<file path="src/rtl/axi2array_frame_gen.sv">
// axi2array_frame_gen: turns simplified AXI burst commands (plus 256-bit write
// beats) into a serial stream of 89-bit array frames, one frame per 64-bit word.
// Frame layout: [21:0] {row,col} address, [85:22] data, [86] rw, [87] sof, [88] eof.
module axi2array_frame_gen #(
  parameter int ARRAY_COL_ADDR_WIDTH   = 6,
  parameter int ARRAY_ROW_ADDR_WIDTH   = 16,
  parameter int ARRAY_DATA_WIDTH       = 64,
  parameter int AXI_DATA_WIDTH         = 4 * ARRAY_DATA_WIDTH,
  parameter int ARRAY_FRAME_DATA_WIDTH = 3 + ARRAY_COL_ADDR_WIDTH + ARRAY_ROW_ADDR_WIDTH + ARRAY_DATA_WIDTH
) (
  input  logic                                           clk,
  input  logic                                           rst,
  input  logic                                           mc_en,
  input  logic                                           axi_cmd_valid,
  output logic                                           axi_cmd_ready,
  input  logic                                           axi_cmd_write,
  input  logic [ARRAY_ROW_ADDR_WIDTH+ARRAY_COL_ADDR_WIDTH-1:0] axi_cmd_addr,
  input  logic [7:0]                                     axi_cmd_len,
  input  logic                                           axi_wdata_valid,
  output logic                                           axi_wdata_ready,
  input  logic [AXI_DATA_WIDTH-1:0]                      axi_wdata,
  input  logic                                           axi_wlast,
  output logic                                           axi2array_frame_valid,
  output logic [ARRAY_FRAME_DATA_WIDTH-1:0]              axi2array_frame_data,
  input  logic                                           axi2array_frame_ready,
  output logic                                           burst_done,
  output logic                                           wlast_err
);

  localparam int AW = ARRAY_ROW_ADDR_WIDTH + ARRAY_COL_ADDR_WIDTH;
  localparam int DW = ARRAY_DATA_WIDTH;
  localparam int FW = ARRAY_FRAME_DATA_WIDTH;

  typedef enum logic [1:0] {
    ST_IDLE = 2'd0,
    ST_WR   = 2'd1,
    ST_RD   = 2'd2
  } state_t;

  state_t                    state_q, state_d;
  logic [AW-1:0]             addr_q, addr_d;
  logic [7:0]                len_q, len_d;
  logic [9:0]                fcnt_q, fcnt_d;
  logic [7:0]                beat_q, beat_d;
  logic [AXI_DATA_WIDTH-1:0] buf_q, buf_d;
  logic                      buf_vld_q, buf_vld_d;
  // all four sub-words of the buffered beat have entered the frame register
  logic                      buf_sent_q, buf_sent_d;
  // the eof frame has entered the frame register; generator stops
  logic                      last_ld_q, last_ld_d;
  logic                      frame_valid_q, frame_valid_d;
  logic [FW-1:0]             frame_data_q, frame_data_d;
  logic                      burst_done_q, burst_done_d;
  logic                      wlast_err_q, wlast_err_d;

  logic                      cmd_hs_s, wd_hs_s, frame_hs_s, eof_hs_s;
  logic                      src_avail_s, src_rw_s, src_sof_s, src_eof_s, load_s;
  logic [AW-1:0]             src_base_s, src_addr_s;
  logic [7:0]                src_len_s;
  logic [9:0]                src_fcnt_s;
  logic [DW-1:0]             src_word_s;
  logic [FW-1:0]             src_frame_s;

  assign axi_cmd_ready         = (state_q == ST_IDLE) && mc_en && !rst;
  assign axi_wdata_ready       = (state_q == ST_WR) && !buf_vld_q && !rst;
  assign axi2array_frame_valid = frame_valid_q;
  assign axi2array_frame_data  = frame_data_q;
  assign burst_done            = burst_done_q;
  assign wlast_err             = wlast_err_q;

  assign cmd_hs_s   = axi_cmd_valid && axi_cmd_ready;
  assign wd_hs_s    = axi_wdata_valid && axi_wdata_ready;
  assign frame_hs_s = frame_valid_q && axi2array_frame_ready;
  assign eof_hs_s   = frame_hs_s && frame_data_q[FW-1];

  // Frame source: picks where the next frame comes from. The first read frame is
  // built straight from the command and the first frame of each write beat straight
  // from the bus, so both appear the cycle after their handshake.
  always_comb begin
    src_avail_s = 1'b0;
    src_base_s  = addr_q;
    src_len_s   = len_q;
    src_fcnt_s  = fcnt_q;
    src_rw_s    = 1'b0;
    src_word_s  = {DW{1'b0}};
    case (state_q)
      ST_IDLE: begin
        src_base_s  = axi_cmd_addr;
        src_len_s   = axi_cmd_len;
        src_fcnt_s  = 10'd0;
        src_avail_s = cmd_hs_s && !axi_cmd_write;
      end
      ST_RD: begin
        src_avail_s = !last_ld_q;
      end
      ST_WR: begin
        src_rw_s = 1'b1;
        if (buf_vld_q) begin
          src_avail_s = !buf_sent_q;
          case (fcnt_q[1:0])
            2'd0:    src_word_s = buf_q[DW-1:0];
            2'd1:    src_word_s = buf_q[2*DW-1:DW];
            2'd2:    src_word_s = buf_q[3*DW-1:2*DW];
            2'd3:    src_word_s = buf_q[4*DW-1:3*DW];
            default: src_word_s = {DW{1'b0}};
          endcase
        end else begin
          src_avail_s = wd_hs_s;
          src_word_s  = axi_wdata[DW-1:0];
        end
      end
      default: begin
        src_avail_s = 1'b0;
      end
    endcase
  end

  assign src_addr_s  = src_base_s + {{(AW-10){1'b0}}, src_fcnt_s};
  assign src_sof_s   = (src_fcnt_s == 10'd0);
  assign src_eof_s   = (src_fcnt_s == {src_len_s, 2'b11});
  assign src_frame_s = {src_eof_s, src_sof_s, src_rw_s, src_word_s, src_addr_s};
  assign load_s      = src_avail_s && (!frame_valid_q || axi2array_frame_ready);

  // Next-state logic: burst FSM, counters, beat buffer, frame register and flags.
  always_comb begin
    state_d       = state_q;
    addr_d        = addr_q;
    len_d         = len_q;
    fcnt_d        = fcnt_q;
    beat_d        = beat_q;
    buf_d         = buf_q;
    buf_vld_d     = buf_vld_q;
    buf_sent_d    = buf_sent_q;
    last_ld_d     = last_ld_q;
    frame_valid_d = frame_valid_q;
    frame_data_d  = frame_data_q;
    burst_done_d  = eof_hs_s;
    wlast_err_d   = wlast_err_q;

    case (state_q)
      ST_IDLE: begin
        if (cmd_hs_s) begin
          state_d    = axi_cmd_write ? ST_WR : ST_RD;
          addr_d     = axi_cmd_addr;
          len_d      = axi_cmd_len;
          fcnt_d     = 10'd0;
          beat_d     = 8'd0;
          buf_vld_d  = 1'b0;
          buf_sent_d = 1'b0;
          last_ld_d  = 1'b0;
        end else begin
          state_d = ST_IDLE;
        end
      end
      ST_WR, ST_RD: begin
        if (eof_hs_s) begin
          state_d = ST_IDLE;
        end else begin
          state_d = state_q;
        end
      end
      default: begin
        state_d = ST_IDLE;
      end
    endcase

    if (wd_hs_s) begin
      buf_d      = axi_wdata;
      buf_vld_d  = 1'b1;
      buf_sent_d = 1'b0;
      beat_d     = beat_q + 8'd1;
      if (axi_wlast != (beat_q == len_q)) begin
        wlast_err_d = 1'b1;
      end else begin
        wlast_err_d = wlast_err_q;
      end
    end else if (frame_hs_s && (state_q == ST_WR) && buf_sent_q) begin
      buf_vld_d  = 1'b0;
      buf_sent_d = 1'b0;
    end else begin
      buf_vld_d = buf_vld_q;
    end

    if (load_s) begin
      frame_valid_d = 1'b1;
      frame_data_d  = src_frame_s;
      fcnt_d        = src_fcnt_s + 10'd1;
      if (src_eof_s) begin
        last_ld_d = 1'b1;
      end else begin
        last_ld_d = last_ld_d;
      end
      if ((state_q == ST_WR) && (src_fcnt_s[1:0] == 2'b11)) begin
        buf_sent_d = 1'b1;
      end else begin
        buf_sent_d = buf_sent_d;
      end
    end else if (axi2array_frame_ready) begin
      frame_valid_d = 1'b0;
    end else begin
      frame_valid_d = frame_valid_q;
    end
  end

  // State register with synchronous active-high reset.
  always_ff @(posedge clk) begin
    if (rst) begin
      state_q       <= ST_IDLE;
      addr_q        <= {AW{1'b0}};
      len_q         <= 8'd0;
      fcnt_q        <= 10'd0;
      beat_q        <= 8'd0;
      buf_q         <= {AXI_DATA_WIDTH{1'b0}};
      buf_vld_q     <= 1'b0;
      buf_sent_q    <= 1'b0;
      last_ld_q     <= 1'b0;
      frame_valid_q <= 1'b0;
      frame_data_q  <= {FW{1'b0}};
      burst_done_q  <= 1'b0;
      wlast_err_q   <= 1'b0;
    end else begin
      state_q       <= state_d;
      addr_q        <= addr_d;
      len_q         <= len_d;
      fcnt_q        <= fcnt_d;
      beat_q        <= beat_d;
      buf_q         <= buf_d;
      buf_vld_q     <= buf_vld_d;
      buf_sent_q    <= buf_sent_d;
      last_ld_q     <= last_ld_d;
      frame_valid_q <= frame_valid_d;
      frame_data_q  <= frame_data_d;
      burst_done_q  <= burst_done_d;
      wlast_err_q   <= wlast_err_d;
    end
  end

endmodule

</file>
<file path="config.mk">
export PLATFORM = sky130hd
export DESIGN_NAME = axi2array_frame_gen
export DESIGN_NICKNAME = d
export VERILOG_FILES = /design/src/rtl/axi2array_frame_gen.sv
export SDC_FILE = /design/constraint.sdc
export NUM_CORES = 1
export LEC_CHECK = 0
export ABC_AREA = 1
export CAP_MARGIN = 20
export CORE_MARGIN = 5
export CORE_UTILIZATION = 55
export CTS_CLUSTER_SIZE = 20
export DETAILED_ROUTE_END_ITERATION = 7
export PLACE_DENSITY = 0.95
export SLEW_MARGIN = 20
export SYNTH_ARGS = -nofsm -noshare
export SYNTH_HDL_FRONTEND = slang
export SYNTH_SLANG_ARGS = --single-unit
</file>
<file path="constraint.sdc">
create_clock -name clk -period 6.8 [get_ports clk]
set_clock_uncertainty 0.05 [all_clocks]
set_input_delay 1.36 -clock clk [delete_from_list [all_inputs] [get_ports clk]]
set_output_delay 1.36 -clock clk [all_outputs]
set_load 0.02 [all_outputs]
</file>
==> results of run 1 <==
## routing by layer
metal / track usage [%] / vias to the layer above / share of wire (%)
met5: 0 / - / 0.067
met4: 15.3 / 6 / 5.2
met3: 6.66 / 182 / 9.9
met2: 51.2 / 1030 / 46
met1: 39.4 / 8632 / 38
li1: - / 8898 / -
## power by group through the flow
stage | registers, µW | clock network, µW | logic [µW]
after floorplan | 2820 | 0 | 1160
after global placement | 2760 | 0 | 1800
after detailed placement | 2780 | 0 | 1840
after CTS | 2730 | 2280 | 1860
after global routing | 2760 | 2390 | 2060
final | 2730 | 2270 | 1880
## per-stage QoR
step | utilization, % | area [µm²] | total power (µW)
CTS | 72.2 | 22900 | 6860
detailed placement | 68.0 | 21600 | 4620
finish | 72.3 | 22900 | 6880
floorplan | - | 17800 | 3980
global route | 72.3 | 22900 | 7210
global placement | 68.0 | 21600 | 4560
## cell usage in the layout (no fill, tap or decap), types with 4 or more instances in the layout
| cell type | Yosys | layout |
|---|---|---|
| nor2_1 | 569 | 567 |
| xnor2_1 | 7 | 7 |
| o21ai_2 | 4 | 4 |
| o21ai_0 | 392 | 392 |
| a221oi_1 | 66 | 66 |
| xor2_1 | 6 | 6 |
| nand3_1 | 65 | 65 |
| nand4_1 | 10 | 10 |
| clkbuf_16 | 0 | 43 |
| a21oi_1 | 147 | 147 |
| nand2_1 | 528 | 528 |
| clkbuf_8 | 0 | 6 |
| inv_1 | 121 | 119 |
| ha_1 | 17 | 17 |
| diode_2 | 0 | 10 |
| clkdlybuf4s50_1 | 0 | 386 |
| nor2_4 | 0 | 4 |
| buf_4 | 2 | 16 |
| clkbuf_1 | 125 | 8 |
| o21ai_1 | 6 | 6 |
| dfxtp_1 | 401 | 401 |
| clkinv_2 | 1 | 9 |
| nor3_1 | 10 | 10 |
## logic make-up (layout without fill, tap and decap cells)
| group | Yosys count | count (layout) | share of synthesized area (%) |
|---|---|---|---|
| xor+xnor | 13 | 13 | 0.640 |
| compound gates | 624 | 624 | 19.2 |
| other cells | 0 | 10 | 0 |
| mux | 2 | 2 | 0.112 |
| flops | 401 | 401 | 45.1 |
| buf+inv | 301 | 600 | 7.16 |
| fa+ha+maj | 18 | 18 | 1.31 |
| simple gates | 1203 | 1203 | 26.5 |
## critical path, cell delays in order
cell and delay, ns:
clkdlybuf4s50_1 0.60, nand2_8 0.42, nand2_1 0.19, nand2_1 0.08, o211ai_2 0.08, nand3_4 0.56, nor2_4 0.33, buf_4 0.66
nand2_1 0.18, a21oi_1 0.19
## area by class of cell
cell class                      instances  area, µm²
Timing Repair Buffer                  403       4000
Sequential cell                       401       8030
Clock inverter                         15        163
Antenna cell                           10       25.0
Clock buffer                           57       1190
Inverter                              125        485
Fill cell                            2346       8780
Multi-Input combinational cell       1860       8540
Tap cell                              402        503
## worst max-delay path by stage
| stage | from | endpoint | slack, ns |
|---|---|---|---|
| floorplan | rst | axi_cmd_ready | 3.36 |
| global placement | axi_wdata_valid | axi2array_frame_data[52]$_SDFFE_PP0P_ | 2.14 |
| detailed placement | axi_wdata_valid | axi2array_frame_data[34]$_SDFFE_PP0P_ | 2.00 |
| CTS | axi_wdata_valid | axi2array_frame_data[42]$_SDFFE_PP0P_ | 2.50 |
| global route | axi_wdata_valid | axi2array_frame_data[45]$_SDFFE_PP0P_ | 2.28 |
| finish | axi_wdata_valid | axi2array_frame_data[45]$_SDFFE_PP0P_ | 2.48 |
## registers in the layout (all words and copies together) (netlist names)
name and count:
last_ld_q 1, axi2array_frame_data 89, buf_sent_q 1, burst_done 1, beat_q 8, wlast_err 1
axi2array_frame_valid 1, buf_vld_q 1, fcnt_q 10, len_q 8, buf_q 256, state_q 2
addr_q 22
==> impl_metrics.py, run 1 <==
metrics = {
    "worst_setup_path": {
        "cp-start-kind": "primary input",
        "worstPathRequired_ns": 7.17,
        "path_class": "in -> reg",
        "worstPathMaxFanout": 142,
        "end_kind": "flip-flop",
        "r2r_cells": 13,
        "rrSetupSlack_ns": 2.85,
        "rr_startpoint": "state_q[1]$_SDFFE_PP0P_",
        "cp.arrival_ns": 4.69,
        "reg2reg_to": "axi2array_frame_data[45]$_SDFFE_PP0P_",
    },
    "die": {
        "die_w_um": 190,
        "dieArea_um2": 36100,
        "fp.dieH_um": 190,
        "row_count": 65,
        "coreArea_um2": 31700,
        "initial_core_util_pct": 56.1,
        "pin_count": 388,
    },
    "sta": {
        "rsz0062_at_grt": "false",
        "slew_violations": 0,
        "layout_setup_ws_ns": 2.48,
        "final-hold-violation-count": 0,
        "hold_slack_ns": 0.398,
        "layout_min_cycle_time_ns": 4.32,
        "report.final.setup_viol": 0,
        "clock.fmax_mhz": 231,
        "worstMarginPinSlew_ns": 1.18,
        "tns_ns": 0,
        "max-slew-margin-rel_pct": 21.1,
        "min_period_over_period_pct": 63.5,
    },
    "place": {
        "hpwl_um": 40100,
        "gp_congestion": 0.933,
        "portBuffers": 387,
        "place_inst": 3191,
        "pre_cts_ws_ns": 2.00,
    },
    "power_and_ir_drop": {
        "powerDensity_nw_per_um2": 300,
        "power_frac_clock_pct": 32.9,
        "power.leakage_uw": 0.00867,
        "power.internal_uw": 4590,
        "p_comb_share_pct": 27.4,
        "p_sw_uw": 2290,
        "p_sw_share_pct": 33.3,
        "seqPwrFrac_pct": 39.7,
        "ir_worst_vdd_mv": 0.218,
    },
    "clock_tree": {
        "cts.clk_slew.worst_paths_ns": 0.06,
        "h-tree-depth": 2,
        "cts_buffers": 42,
        "tritoncts": "done",
        "clockBufferDepth": 3,
        "post-cts-setup-buffers": 0,
        "clk_latency_ns": 0.52,
        "cts_sinks": 401,
        "postCtsResizedCells": 0,
        "clockRootBuffer": "clkbuf_16",
        "ctsHoldBuffers": 0,
    },
    "yosys": {
        "synth.most_common_cell": "nor2_1",
        "ys_types": 43,
        "synth_area_per_cell_um2": 6.95,
        "netlist_area_um2": 17800,
        "synthTopCellsByCount": "nor2_1, nand2_1, dfxtp_1",
        "seq_area_frac_synth_pct": 45.1,
        "synth_largest_area_cell": "dfxtp_1",
        "synthCells": 2562,
        "synth_enable_flop_cells": 0,
        "yosysWarnings": 0,
        "synthTopCellsByArea": "dfxtp_1, nor2_1, nand2_1",
        "yosysTopAreaCellShare_pct": 45.1,
        "ys_async_sr_fraction_pct": 0,
        "synthFlopType": "dfxtp_1",
        "ys_seq_elements": 401,
        "synth.net_count": 2874,
    },
    "cells_and_area": {
        "fin_cells": 3273,
        "area_growth_pct": 28.9,
        "final_nets": 3145,
        "drive_above_1_share_pct": 3.77,
    },
    "hold_path": {
        "min_path_type": "reg -> reg",
        "worstHoldPathCells": 2,
        "holdCritStartpoint": "addr_q[5]$_SDFFE_PP0P_",
        "hold_path_end": "addr_q[5]$_SDFFE_PP0P_",
    },
    "drt": {
        "ant_nets": 0,
        "drt_iter0_drc": 1978,
        "drc": 0,
        "routed_wl_um": 59600,
        "first_pass_iters": 5,
        "wl_per_cell_um": 18.2,
        "viasPerCell": 5.73,
        "vias": 18748,
    },
    "flow_run": {
        "cap_viol_max_count": 0,
    },
    "global_routing": {
        "grt_overflow_total": 0,
        "antenna_found_initial": 13,
        "grt_max_degree": 179,
        "grt_pass1_vias": 17818,
        "grt_pass1_wl_um": 93000,
        "grt_use_total_pct": 31.3,
    },
    "outcome": {
        "outcome": "finished, final reports clean",
    },
}
No activity file was read; power rests on OpenSTA's default activity.
==> run 2: changes to the inputs <==
CORE_UTILIZATION = 46   (was 55)
PLACE_DENSITY = 0.87   (was 0.95)
clock period = 3.6 ns   (was 6.8 ns; I/O delays follow)
==> run 2 against run 1 <==
The run now ends with DRC left. Clock power is 99% higher. Register-to-register slack lost 2.4 ns. Die area is 18% higher. Sequential share of layout area decreased by 0.66 points. Via count shrank 0.87%.
==> impl_metrics.py, run 2 (same netlist as run 1, synthesis figures left out) <==
metrics = {
    "outcome": {
        "outcome": "finished, violations left",
        "violations": "DRC",
    },
    "die": {
        "row_count": 72,
        "die_w_um": 207,
        "coreArea_um2": 38500,
        "dieArea_um2": 42700,
        "fp.dieH_um": 207,
        "initial_core_util_pct": 46.3,
        "pin_count": 388,
    },
    "drt": {
        "routed_wl_um": 60600,
        "vias": 18584,
        "first_pass_iters": 8,
        "drt_iter0_drc": 1640,
        "wl_per_cell_um": 17.8,
        "ant_nets": 0,
        "viasPerCell": 5.45,
        "drc": 1,
    },
    "sta": {
        "layout_min_cycle_time_ns": 3.34,
        "tns_ns": 0,
        "slew_violations": 0,
        "max-slew-margin-rel_pct": 30.6,
        "clock.fmax_mhz": 300,
        "report.final.setup_viol": 0,
        "final-hold-violation-count": 0,
        "min_period_over_period_pct": 92.7,
        "rsz0062_at_grt": "false",
        "worstMarginPinSlew_ns": 1.04,
    },
    "worst_setup_path": {
        "rr_startpoint": "state_q[1]$_SDFFE_PP0P_",
        "end_kind": "primary output",
        "path_class": "reg -> out",
        "worstPathRequired_ns": 2.83,
        "worstPathMaxFanout": 11,
        "rrSetupSlack_ns": 0.42,
        "reg2reg_to": "axi2array_frame_data[17]$_SDFFE_PP0P_",
        "cp-start-kind": "flip-flop",
        "r2r_cells": 18,
        "cp.arrival_ns": 2.57,
    },
    "clock_tree": {
        "post-cts-setup-buffers": 0,
        "h-tree-depth": 2,
        "cts_buffers": 43,
        "ctsHoldBuffers": 0,
        "clockBufferDepth": 3,
        "tritoncts": "done",
        "cts_sinks": 401,
        "cts.clk_slew.worst_paths_ns": 0.06,
        "postCtsResizedCells": 0,
        "clockRootBuffer": "clkbuf_16",
        "clk_latency_ns": 0.55,
    },
    "hold_path": {
        "holdCritStartpoint": "addr_q[18]$_SDFFE_PP0P_",
        "worstHoldPathCells": 2,
        "min_path_type": "reg -> reg",
        "hold_path_end": "addr_q[18]$_SDFFE_PP0P_",
    },
    "global_routing": {
        "grt_pass1_vias": 18224,
        "grt_pass1_wl_um": 94400,
        "grt_use_total_pct": 27.1,
        "grt_overflow_total": 0,
        "antenna_found_initial": 17,
        "grt_max_degree": 206,
    },
    "cells_and_area": {
        "drive_above_1_share_pct": 4.34,
        "layout_common_cells": "nor2_1, nand2_1, dfxtp_1",
        "final_nets": 3160,
        "mostFrequentLayoutCell": "nor2_1",
        "fill_cells": 3274,
        "top_register": "buf_q",
        "area_growth_pct": 31.4,
        "largest_reg_flops": 256,
        "stdcell_area_um2": 23400,
    },
    "place": {
        "dpl_cell_area_um2": 21900,
        "hpwl_um": 40300,
        "portBuffers": 387,
        "gp_congestion": 0.881,
    },
    "power_and_ir_drop": {
        "power_frac_clock_pct": 33.9,
        "p_sw_share_pct": 33.0,
        "power.internal_uw": 8910,
        "ir_worst_vdd_mv": 0.497,
        "seqPwrFrac_pct": 38.8,
        "p_comb_share_pct": 27.3,
        "p_sw_uw": 4380,
        "power.leakage_uw": 0.00880,
        "powerDensity_nw_per_um2": 569,
    },
    "flow_run": {
        "cap_viol_max_count": 0,
    },
}
-- run 2: cell types whose count changed in the layout (fill, tap and decap cells not counted), sizes merged --
cell	before	now
buf	17	31
clkbuf	57	64
clkinv	10	4
diode	10	14
clkinvlp	2	4
inv	125	126
-- run 2: worst max-delay path, stage by stage, from the launching register on --
cell and delay, ns:
dfxtp_1 0.35, inv_1 0.12, ha_1 0.49, buf_4 0.25
nand2_2 0.06, nor2_1 0.12, clkdlybuf4s50_1 0.62
-- run 2: worst max-delay path by stage --
stage / startpoint / to / slack [ns] / depth (start not counted)
CTS: state_q[1]$_SDFFE_PP0P_ / axi_cmd_ready / 0.27 / 6
global placement: axi_cmd_addr[0] / axi2array_frame_data[18]$_SDFFE_PP0P_ / 0.43 / 16
global route: state_q[1]$_SDFFE_PP0P_ / axi2array_frame_data[17]$_SDFFE_PP0P_ / 0.07 / 18
finish: state_q[1]$_SDFFE_PP0P_ / axi_cmd_ready / 0.26 / 6
floorplan: state_q[0]$_SDFFE_PP0P_ / axi2array_frame_data[18]$_SDFFE_PP0P_ / 0.33 / 22
detailed placement: axi_cmd_addr[0] / axi2array_frame_data[18]$_SDFFE_PP0P_ / 0.43 / 16
-- run 2: metrics by stage --
stage	util, %	power [µW]	worst slack (ns)	instances	hold slack [ns]
final	60.8	13300	0.265	3411	0.401
after floorplan	-	7520	0.332	2562	0.374
after CTS	60.7	13300	0.269	3397	0.404
after global placement	56.9	8700	0.426	3321	0.383
after global routing	60.7	14000	0.0726	3406	0.419
after detailed placement	56.9	8800	0.426	3321	0.398
-- run 2: cell type report --
| class | count | area, µm² | area share [%] |
|---|---|---|---|
| Clock buffer | 64 | 1290 | 5.50 |
| Timing Repair Buffer | 417 | 4190 | 17.9 |
| Clock inverter | 12 | 164 | 0.701 |
| Multi-Input combinational cell | 1860 | 8540 | 36.5 |
| Tap cell | 518 | 648 | 2.77 |
| Antenna cell | 14 | 35.0 | 0.150 |
| Sequential cell | 401 | 8030 | 34.3 |
| Inverter | 125 | 485 | 2.08 |
-- run 2: power groups by stage --
stage / Clock (µW) / Combinational, µW / Sequential [µW]
floorplan: 0 / 2200 / 5320
detailed placement: 0 / 3560 / 5240
finish: 4510 / 3630 / 5150
global placement: 0 / 3490 / 5210
CTS: 4570 / 3590 / 5150
global route: 4770 / 4000 / 5190
-- run 2: layer usage --
layer	up-vias	routed length (µm)	global-route usage (%)
li1	8944	-	-
met1	8627	23800	32.9
met2	838	28500	45.1
met3	165	5800	6.87
met4	10	2430	13.0
met5	-	73	0
